<file path="src/rtl/axil_apb_pkg.sv">
// Shared types and constants for the AXI4-Lite to APB3 bridge.
package axil_apb_pkg;

    typedef enum logic [1:0] {
        IDLE,
        SETUP,
        ACCESS,
        RESP
    } state_t;

    localparam logic [1:0] RESP_OKAY   = 2'b00;
    localparam logic [1:0] RESP_SLVERR = 2'b10;

    localparam int APB_DATA_W = 32;

endpackage

</file>
<file path="src/rtl/apb_timeout_cnt.sv">
// ACCESS-phase cycle counter; flags the cycle in which the wait budget runs out.
module apb_timeout_cnt #(
    parameter int C_TIMEOUT = 1023
) (
    input  logic clk,
    input  logic rst_n,
    input  logic clear,
    input  logic enable,
    output logic expired
);

    localparam int CW = $clog2(C_TIMEOUT + 1);

    logic [CW-1:0] cnt_q;

    always_ff @(posedge clk or negedge rst_n) begin
        if (!rst_n) begin
            cnt_q <= '0;
        end else if (clear) begin
            cnt_q <= '0;
        end else if (enable) begin
            cnt_q <= cnt_q + CW'(1);
        end
    end

    // The count reaches C_TIMEOUT at the end of this ACCESS cycle.
    assign expired = enable && (cnt_q == CW'(C_TIMEOUT - 1));

endmodule

</file>
<file path="src/rtl/axil_apb_bridge.sv">
// AXI4-Lite slave to APB3 master bridge: one transfer at a time, read/write
// round-robin arbitration, and a PREADY timeout with a sticky flag.
module axil_apb_bridge
    import axil_apb_pkg::*;
#(
    parameter int C_S_AXI_ADDR_WIDTH = 32,
    parameter int C_APB_ADDR_WIDTH   = 16,
    parameter int C_TIMEOUT          = 1023
) (
    input  logic                          ACLK,
    input  logic                          nRST,
    input  logic [C_S_AXI_ADDR_WIDTH-1:0] S_AWADDR,
    input  logic                          S_AWVALID,
    output logic                          S_AWREADY,
    input  logic [APB_DATA_W-1:0]         S_WDATA,
    input  logic [3:0]                    S_WSTRB,
    input  logic                          S_WVALID,
    output logic                          S_WREADY,
    output logic [1:0]                    S_BRESP,
    output logic                          S_BVALID,
    input  logic                          S_BREADY,
    input  logic [C_S_AXI_ADDR_WIDTH-1:0] S_ARADDR,
    input  logic                          S_ARVALID,
    output logic                          S_ARREADY,
    output logic [APB_DATA_W-1:0]         S_RDATA,
    output logic [1:0]                    S_RRESP,
    output logic                          S_RVALID,
    input  logic                          S_RREADY,
    output logic                          M_PSEL,
    output logic                          M_PENABLE,
    output logic                          M_PWRITE,
    output logic [C_APB_ADDR_WIDTH-1:0]   M_PADDR,
    output logic [APB_DATA_W-1:0]         M_PWDATA,
    input  logic [APB_DATA_W-1:0]         M_PRDATA,
    input  logic                          M_PREADY,
    input  logic                          M_PSLVERR,
    output logic                          TIMEOUT
);

    state_t                        state_q, state_d;
    logic                          prefer_read_q;
    logic                          write_q;
    logic                          timeout_q;
    logic [C_APB_ADDR_WIDTH-1:0]   paddr_q;
    logic [APB_DATA_W-1:0]         pwdata_q;
    logic [APB_DATA_W-1:0]         rdata_q;
    logic [1:0]                    resp_q;
    logic                          psel_q, penable_q;
    logic                          bvalid_q, rvalid_q;

    logic wr_cand, rd_cand, full_strb;
    logic grant_w, grant_r;
    logic apb_done, apb_abort;
    logic cnt_clr, cnt_en, cnt_expired;
    logic addr_unused;

    assign wr_cand   = S_AWVALID & S_WVALID;
    assign rd_cand   = S_ARVALID;
    assign full_strb = (S_WSTRB == 4'hF);
    assign cnt_en    = (state_q == ACCESS);
    assign cnt_clr   = (state_q == IDLE) && (state_d == SETUP);

    // Only the forwarded slice of each address reaches PADDR.
    assign addr_unused = ^{S_AWADDR, S_ARADDR};

    always_comb begin
        // NOTE: every signal driven here gets a default first, so no path through the case can infer a latch.
        state_d   = state_q;
        grant_w   = 1'b0;
        grant_r   = 1'b0;
        apb_done  = 1'b0;
        apb_abort = 1'b0;
        case (state_q)
            IDLE: begin
                if (wr_cand && (!rd_cand || !prefer_read_q)) begin
                    grant_w = 1'b1;
                    state_d = full_strb ? SETUP : RESP;
                end else if (rd_cand) begin
                    grant_r = 1'b1;
                    state_d = SETUP;
                end
            end
            SETUP:  state_d = ACCESS;
            ACCESS: begin
                if (M_PREADY) begin
                    apb_done = 1'b1;
                    state_d  = RESP;
                end else if (cnt_expired) begin
                    apb_abort = 1'b1;
                    state_d   = RESP;
                end
            end
            RESP: begin
                if (write_q ? S_BREADY : S_RREADY) state_d = IDLE;
            end
            default: state_d = IDLE;
        endcase
    end

    always_ff @(posedge ACLK or negedge nRST) begin
        if (!nRST) begin
            state_q <= IDLE;
        end else begin
            // NOTE: sequential state is updated with non-blocking assignments so every flop samples pre-edge values.
            state_q <= state_d;
        end
    end

    always_ff @(posedge ACLK or negedge nRST) begin
        if (!nRST) begin
            prefer_read_q <= 1'b1;
            write_q       <= 1'b0;
            timeout_q     <= 1'b0;
            paddr_q       <= '0;
            pwdata_q      <= '0;
            rdata_q       <= '0;
            resp_q        <= RESP_OKAY;
            psel_q        <= 1'b0;
            penable_q     <= 1'b0;
            bvalid_q      <= 1'b0;
            rvalid_q      <= 1'b0;
        end else begin
            psel_q    <= (state_d == SETUP) || (state_d == ACCESS);
            penable_q <= (state_d == ACCESS);
            // Only a write can jump from IDLE straight to RESP (partial strobe).
            bvalid_q  <= (state_d == RESP) && (grant_w || ((state_q != IDLE) && write_q));
            rvalid_q  <= (state_d == RESP) && (state_q != IDLE) && !write_q;

            // Favour the side that was not granted last.
            if (grant_w || grant_r) prefer_read_q <= grant_w;

            if (grant_w) begin
                write_q  <= 1'b1;
                paddr_q  <= {S_AWADDR[C_APB_ADDR_WIDTH-1:2], 2'b00};
                pwdata_q <= S_WDATA;
                resp_q   <= full_strb ? RESP_OKAY : RESP_SLVERR;
            end else if (grant_r) begin
                write_q <= 1'b0;
                paddr_q <= {S_ARADDR[C_APB_ADDR_WIDTH-1:2], 2'b00};
            end

            if (apb_done) begin
                resp_q <= M_PSLVERR ? RESP_SLVERR : RESP_OKAY;
                if (!write_q) rdata_q <= M_PRDATA;
            end

            if (apb_abort) begin
                resp_q    <= RESP_SLVERR;
                timeout_q <= 1'b1;
                if (!write_q) rdata_q <= '0;
            end
        end
    end

    apb_timeout_cnt #(
        .C_TIMEOUT (C_TIMEOUT)
    ) u_timeout_cnt (
        .clk     (ACLK),
        .rst_n   (nRST),
        .clear   (cnt_clr),
        .enable  (cnt_en),
        .expired (cnt_expired)
    );

    // Ready pulses are decoded in the grant cycle so a grant costs no extra cycle.
    assign S_AWREADY = grant_w;
    assign S_WREADY  = grant_w;
    assign S_ARREADY = grant_r;

    assign S_BVALID  = bvalid_q;
    assign S_BRESP   = resp_q;
    assign S_RVALID  = rvalid_q;
    assign S_RRESP   = resp_q;
    assign S_RDATA   = rdata_q;
    assign M_PSEL    = psel_q;
    assign M_PENABLE = penable_q;
    assign M_PWRITE  = write_q;
    assign M_PADDR   = paddr_q;
    assign M_PWDATA  = pwdata_q;
    assign TIMEOUT   = timeout_q;

endmodule

</file>
<file path="config.mk">
export PLATFORM = sky130hd
export DESIGN_NAME = axil_apb_bridge
export DESIGN_NICKNAME = d
export VERILOG_FILES = /design/src/rtl/axil_apb_pkg.sv /design/src/rtl/apb_timeout_cnt.sv /design/src/rtl/axil_apb_bridge.sv
export SDC_FILE = /design/constraint.sdc
export NUM_CORES = 1
export LEC_CHECK = 0
export ABC_CLOCK_PERIOD_IN_PS = 3500
export BUFFER_PORTS_ARGS = -buffer_cell sky130_fd_sc_hd__buf_2
export CAP_MARGIN = 10
export CORE_MARGIN = 2
export CORE_UTILIZATION = 40
export DETAILED_ROUTE_END_ITERATION = 16
export GPL_ROUTABILITY_DRIVEN = 0
export PLACE_DENSITY = 0.74
export SYNTH_ARGS = -nofsm -noshare
export SYNTH_HDL_FRONTEND = slang
export SYNTH_HIERARCHICAL = 1
export SYNTH_SLANG_ARGS = --single-unit
</file>
<file path="constraint.sdc">
create_clock -name ACLK -period 3.5 [get_ports ACLK]
set_input_delay 0.175 -clock ACLK [delete_from_list [all_inputs] [get_ports ACLK]]
set_output_delay 0.175 -clock ACLK [all_outputs]
set_load 0.02 [all_outputs]
</file>
# Word level (Yosys, flattened, before mapping)
# Cells that the tools add are included.
# word_totals
regBits	101
inputBits	141
output_inout_bits	93
# classes
n_addsub	1
eq_ne	8
muxes	33
bitwise_logic	1
reduce_logical	19
# ops
operator	count
32-bit two-way mux	4
16-bit two-way mux	2
2-bit two-way mux	11
10-bit two-way mux	2
1-bit two-way mux	13
10-bit by 1-bit adder with 10-bit output, second input constant	1
10-bit == test, second input constant	1
2-bit == test, second input constant	4
2-bit case mux with 4 select lines	1
1-bit logical AND	7
2-bit nonzero test	3
2-bit by 1-bit == test with 1-bit output, second input constant	2
4-bit == test, second input constant	1
1-bit logical OR	4
1-bit zero test	3
3-bit nonzero test	1
2-bit zero test	1
1-bit AND	1

# Depth between registers and ports, before layout
# logic_depth
word_depth	8
ltp_mapped	12
depth_no_buf	12

# Hierarchy
# Netlist, hierarchy kept.
# modules_own_cells
module	n_inst	cells_per_inst	area_per_inst_um2	seq_area_each_um2
axil_apb_bridge	1	278	3595.9	2203.4
apb_timeout_cnt	1	52	524.3	250.2

# Worst setup path after synthesis
# Ideal clock, no wire load.
# synth_timing
path_kind	reg-to-reg
startpoint	reg state_q[0]
endpoint	reg u_timeout_cnt.cnt_q[7]
setup_time_ps	78
arrival_time_ps	2756
required_time_ps	3422
slack_ps	666
path_stages_with_launch	13
synth_period_minus_slack_ps	2834
cell_sequence	dfrtp_1 and2b_2 buf_2 nand3_1 nor3_1 nor2_1 and2_1 o31ai_1 ha_1 and2_1 o211ai_2 or4_1 a21oi_1
# synth_via
elab_chain_cells	8
# synth_lines
item	line_no	text
start: declaration	axil_apb_bridge.sv:40	state_t state_q, state_d;
start signal: assignment	axil_apb_bridge.sv:105	state_q <= state_d;
2-bit == test *	axil_apb_bridge.sv:60	assign cnt_en = (state_q == ACCESS);
via cnt_en	axil_apb_bridge.sv:54	logic cnt_clr, cnt_en, cnt_expired;
1-bit logical AND *	apb_timeout_cnt.sv:27	assign expired = enable && (cnt_q == CW'(C_TIMEOUT - 1));
via cnt_expired	axil_apb_bridge.sv:54	
2-bit two-way mux *	axil_apb_bridge.sv:88	end else if (cnt_expired) begin
2-bit two-way mux *	axil_apb_bridge.sv:85	if (M_PREADY) begin
2-bit case mux with 4 select lines *	axil_apb_bridge.sv:73	case (state_q)
via state_d[0]	axil_apb_bridge.sv:40	
2-bit by 1-bit == test with 1-bit output *	axil_apb_bridge.sv:61	assign cnt_clr = (state_q == IDLE) && (state_d == SETUP);
1-bit logical AND *	axil_apb_bridge.sv:61	
via cnt_clr	axil_apb_bridge.sv:54	
10-bit two-way mux / 2-bit nonzero test (equally long branches)	-	
end signal: assignment	apb_timeout_cnt.sv:22	cnt_q <= cnt_q + CW'(1);
end: declaration	apb_timeout_cnt.sv:14	logic [CW-1:0] cnt_q;
# The timed path passes the listed nets; every way through them passes the cells marked *.
# A chain may end at the register's enable or synchronous reset.

# Worst setup path in the final report
# layout_timing
startpoint	reg state_q[0]
endpoint	reg u_timeout_cnt.cnt_q[9]
# Same word-level chain as after synthesis.

==> results.yml <==
routing:
  wirelength_um: 9878
  drt_iter0_drc: 256
  firstDrtPassIters: 4
  ant_nets: 0
  drc: 0
  wl_per_cell_um: 15.06
  via_count: 3377
  vias_per_cell: 5.148
sta:
  finalSetupViolations: 0
  clock_skew_ns: 0.01359
  post-route-min-period_ns: 3.086
  rsz0062_at_grt: "false"
  setup_tns_ns: 0
  fin_crit_sh_pct: 88.17
  slew_headroom_pct: 31.74
  fmax_mhz: 324.0
  hold_viol_final: 0
  slew_violations: 0
  whs_ns: 0.04137
  worst_pin_slew_ns: 1.024
cts:
  cts_buffers: 9
  hold_buffers: 1
  clkSinkCount: 98
  cts_tree: "built"
  cts_max_path_buffers: 2
  clkSlewWorstSetupHoldPaths_ns: 0.10
  cts_root_buffer: "clkbuf_8"
  worstSkewPairLatency_ns: 0.36
  htree_levels: 3
  postCtsSetupBuffers: 0
  cts-resized-gates: 0
cells_and_area:
  fillers: 924
  n_antenna_cell: 0
  multi_input_area_um2: 1505
  fin_nets: 661
  register_area_um2: 2454
  area_delta_synth_final_pct: 29.27
  drive_gt1_share_pct: 48.08
global_route:
  gr-usage-all-layers_pct: 18.15
  grt-ovfl-total: 0
  grt_max_degree: 36
  grtUsageMet1_pct: 23.31
  top_usage_layer: "met2"
  antenna_found_initial: 0
  met3_usage_pct: 4.082
  grt_pass1_vias: 3371
  met2_usage_pct: 30.28
  grt_pass1_wl_um: 16160
critical_path:
  start_kind: "flop"
  path_class: "reg -> reg"
  rr_worst_depth: 11
  cp-end-kind: "flop"
  reg2reg_slack_ns: 0.41
  reg2reg_to: "u_timeout_cnt/cnt_q[9]"
  cp_data_arrival_time_ns: 3.37
  path_max_fanout: 14
  worstPathRequired_ns: 3.78
  r2r_start: "state_q[0]"
synth:
  synth_common_cells: "dfrtp_1 (97), a22o_1 (32), mux2_2 (29)"
  synthSimpleGateAreaFrac_pct: 7.683
  synth_flop_cell: "dfrtp_1"
  yosysTopAreaCellShare_pct: 58.91
  synth-edff-count: 0
  yosys.area.top_type: "dfrtp_1"
  ys_ff_latch: 98
  netlist_instances: 330
  yosys_warnings: 6
  synth_compound_area_share_pct: 16.70
  synthTopCellsByArea: "dfrtp_1 (59%), mux2_2 (7.9%), a22o_1 (6.8%)"
  syn-cell-area_um2: 4120
  synth_top_family_by_area: "compound AO/OA/AOI/OAI gates"
  synth_most_common_cell: "dfrtp_1"
  synth_cell_types: 44
  synthArstFlopShare_pct: 100.0
  synth_xor_area_share_pct: 0.8503
  syn_avg_cell_area_um2: 12.49
  synthAdderAreaFrac_pct: 1.518
  seq_area_frac_synth_pct: 59.55
  synth.area.mux_share_pct: 9.262
die:
  rows: 37
  num_io_pins: 234
  core-area_um2: 10140
  die_y_um: 105.5
  die_w_um: 105.5
  start_util_pct: 40.64
  dieArea_um2: 11130
placement:
  port-buffer-count: 193
  place_hpwl_um: 7421
power_and_ir_drop:
  ir_drop_v: 0.0003363
  power.leakage_nw: 2.676
  p_per_area_nw_per_um2: 899.7
worst_hold_path:
  hold_class: "in -> reg"
  worstHoldStart: "M_PRDATA[6]"
  holdPathStages: 2
status:
  status: "completed"
run:
  maxCapViolations: 0
worst max-delay path: stages (launching register included):
cell,delay (ns)
dfrtp_1,0.46
and2b_2,0.40
nand3_1,0.11
nor3_1,0.30
nor2_1,0.09
and2_1,0.18
o31ai_1,0.39
ha_1,0.21
and2_1,0.15
o211ai_2,0.14
or4_1,0.42
a21oi_1,0.18
area by class of cell:
| type | instances | share of cell area [%] |
|---|---|---|
| Sequential cell | 98 | 46.07 |
| Tap cell | 136 | 3.195 |
| Clock inverter | 5 | 0.7282 |
| Inverter | 3 | 0.2114 |
| Multi-Input combinational cell | 204 | 28.26 |
| Timing Repair Buffer | 199 | 19.07 |
| Clock buffer | 11 | 2.467 |
cell families after synthesis:
| group | Yosys count |
|---|---|
| xor gates and xnor gates | 4 |
| AOI/OAI and AO/OA | 99 |
| and+or+nand+nor | 58 |
| other | 1 |
| adders and majority gates | 5 |
| buffers and inverters | 31 |
| muxes | 34 |
| DFF | 98 |
worst max-delay path by stage:
stage / from / to / slack (ns) / cells after the start
floorplan: state_q[0] / u_timeout_cnt/cnt_q[7] / 0.67 / 12
global placement: state_q[0] / u_timeout_cnt/cnt_q[7] / 0.52 / 11
detailed placement: state_q[0] / u_timeout_cnt/cnt_q[9] / 0.43 / 11
CTS: state_q[0] / u_timeout_cnt/cnt_q[9] / 0.40 / 11
global route: state_q[0] / u_timeout_cnt/cnt_q[7] / 0.12 / 11
finish: state_q[0] / u_timeout_cnt/cnt_q[9] / 0.41 / 11
layout by cell type (no fill, tap or decap), types with 5 or more instances in the layout:
cell and instances:
nand2_1 8, dfrtp_1 97, o21ai_0 17, buf_2 192
clkbuf_8 9, a31oi_1 14, a21oi_1 20, mux2_2 29
nor2_1 11, ha_1 5, nand3_1 19, a22o_1 32
buf_4 6
stage by stage:
step | cells | power [mW] | instance area (um^2) | setup slack, ns | util (%)
4_1_cts | 656 | 4.845 | 5326 | 0.4012 | 52.54
3_5_place_dp | 639 | 4.185 | 5146 | 0.4319 | 50.76
2_1_floorplan | 333 | 3.433 | 4131 | 0.6659 | -
6_report | 656 | 4.792 | 5326 | 0.4139 | 52.54
3_3_place_gp | 639 | 4.126 | 5146 | 0.5174 | 50.76
5_1_grt | 656 | 5.133 | 5326 | 0.1155 | 52.54
metal layers:
| metal | routed length, um | up-vias |
|---|---|---|
| met2 | 4783 | 167 |
| met4 | 235 | 0 |
| met3 | 761 | 20 |
| met1 | 4097 | 1607 |
| met5 | 0 | - |
| li1 | - | 1583 |
power by group:
group / total (mW) / leakage (nW) / internal, mW / switching [mW]
sequential: 1.99 / 1.19 / 1.67 / 0.319
combinational: 2.16 / 1.41 / 0.865 / 1.30
clock: 0.646 / 0.0722 / 0.261 / 0.384
Power figures use the tool's default switching activity.
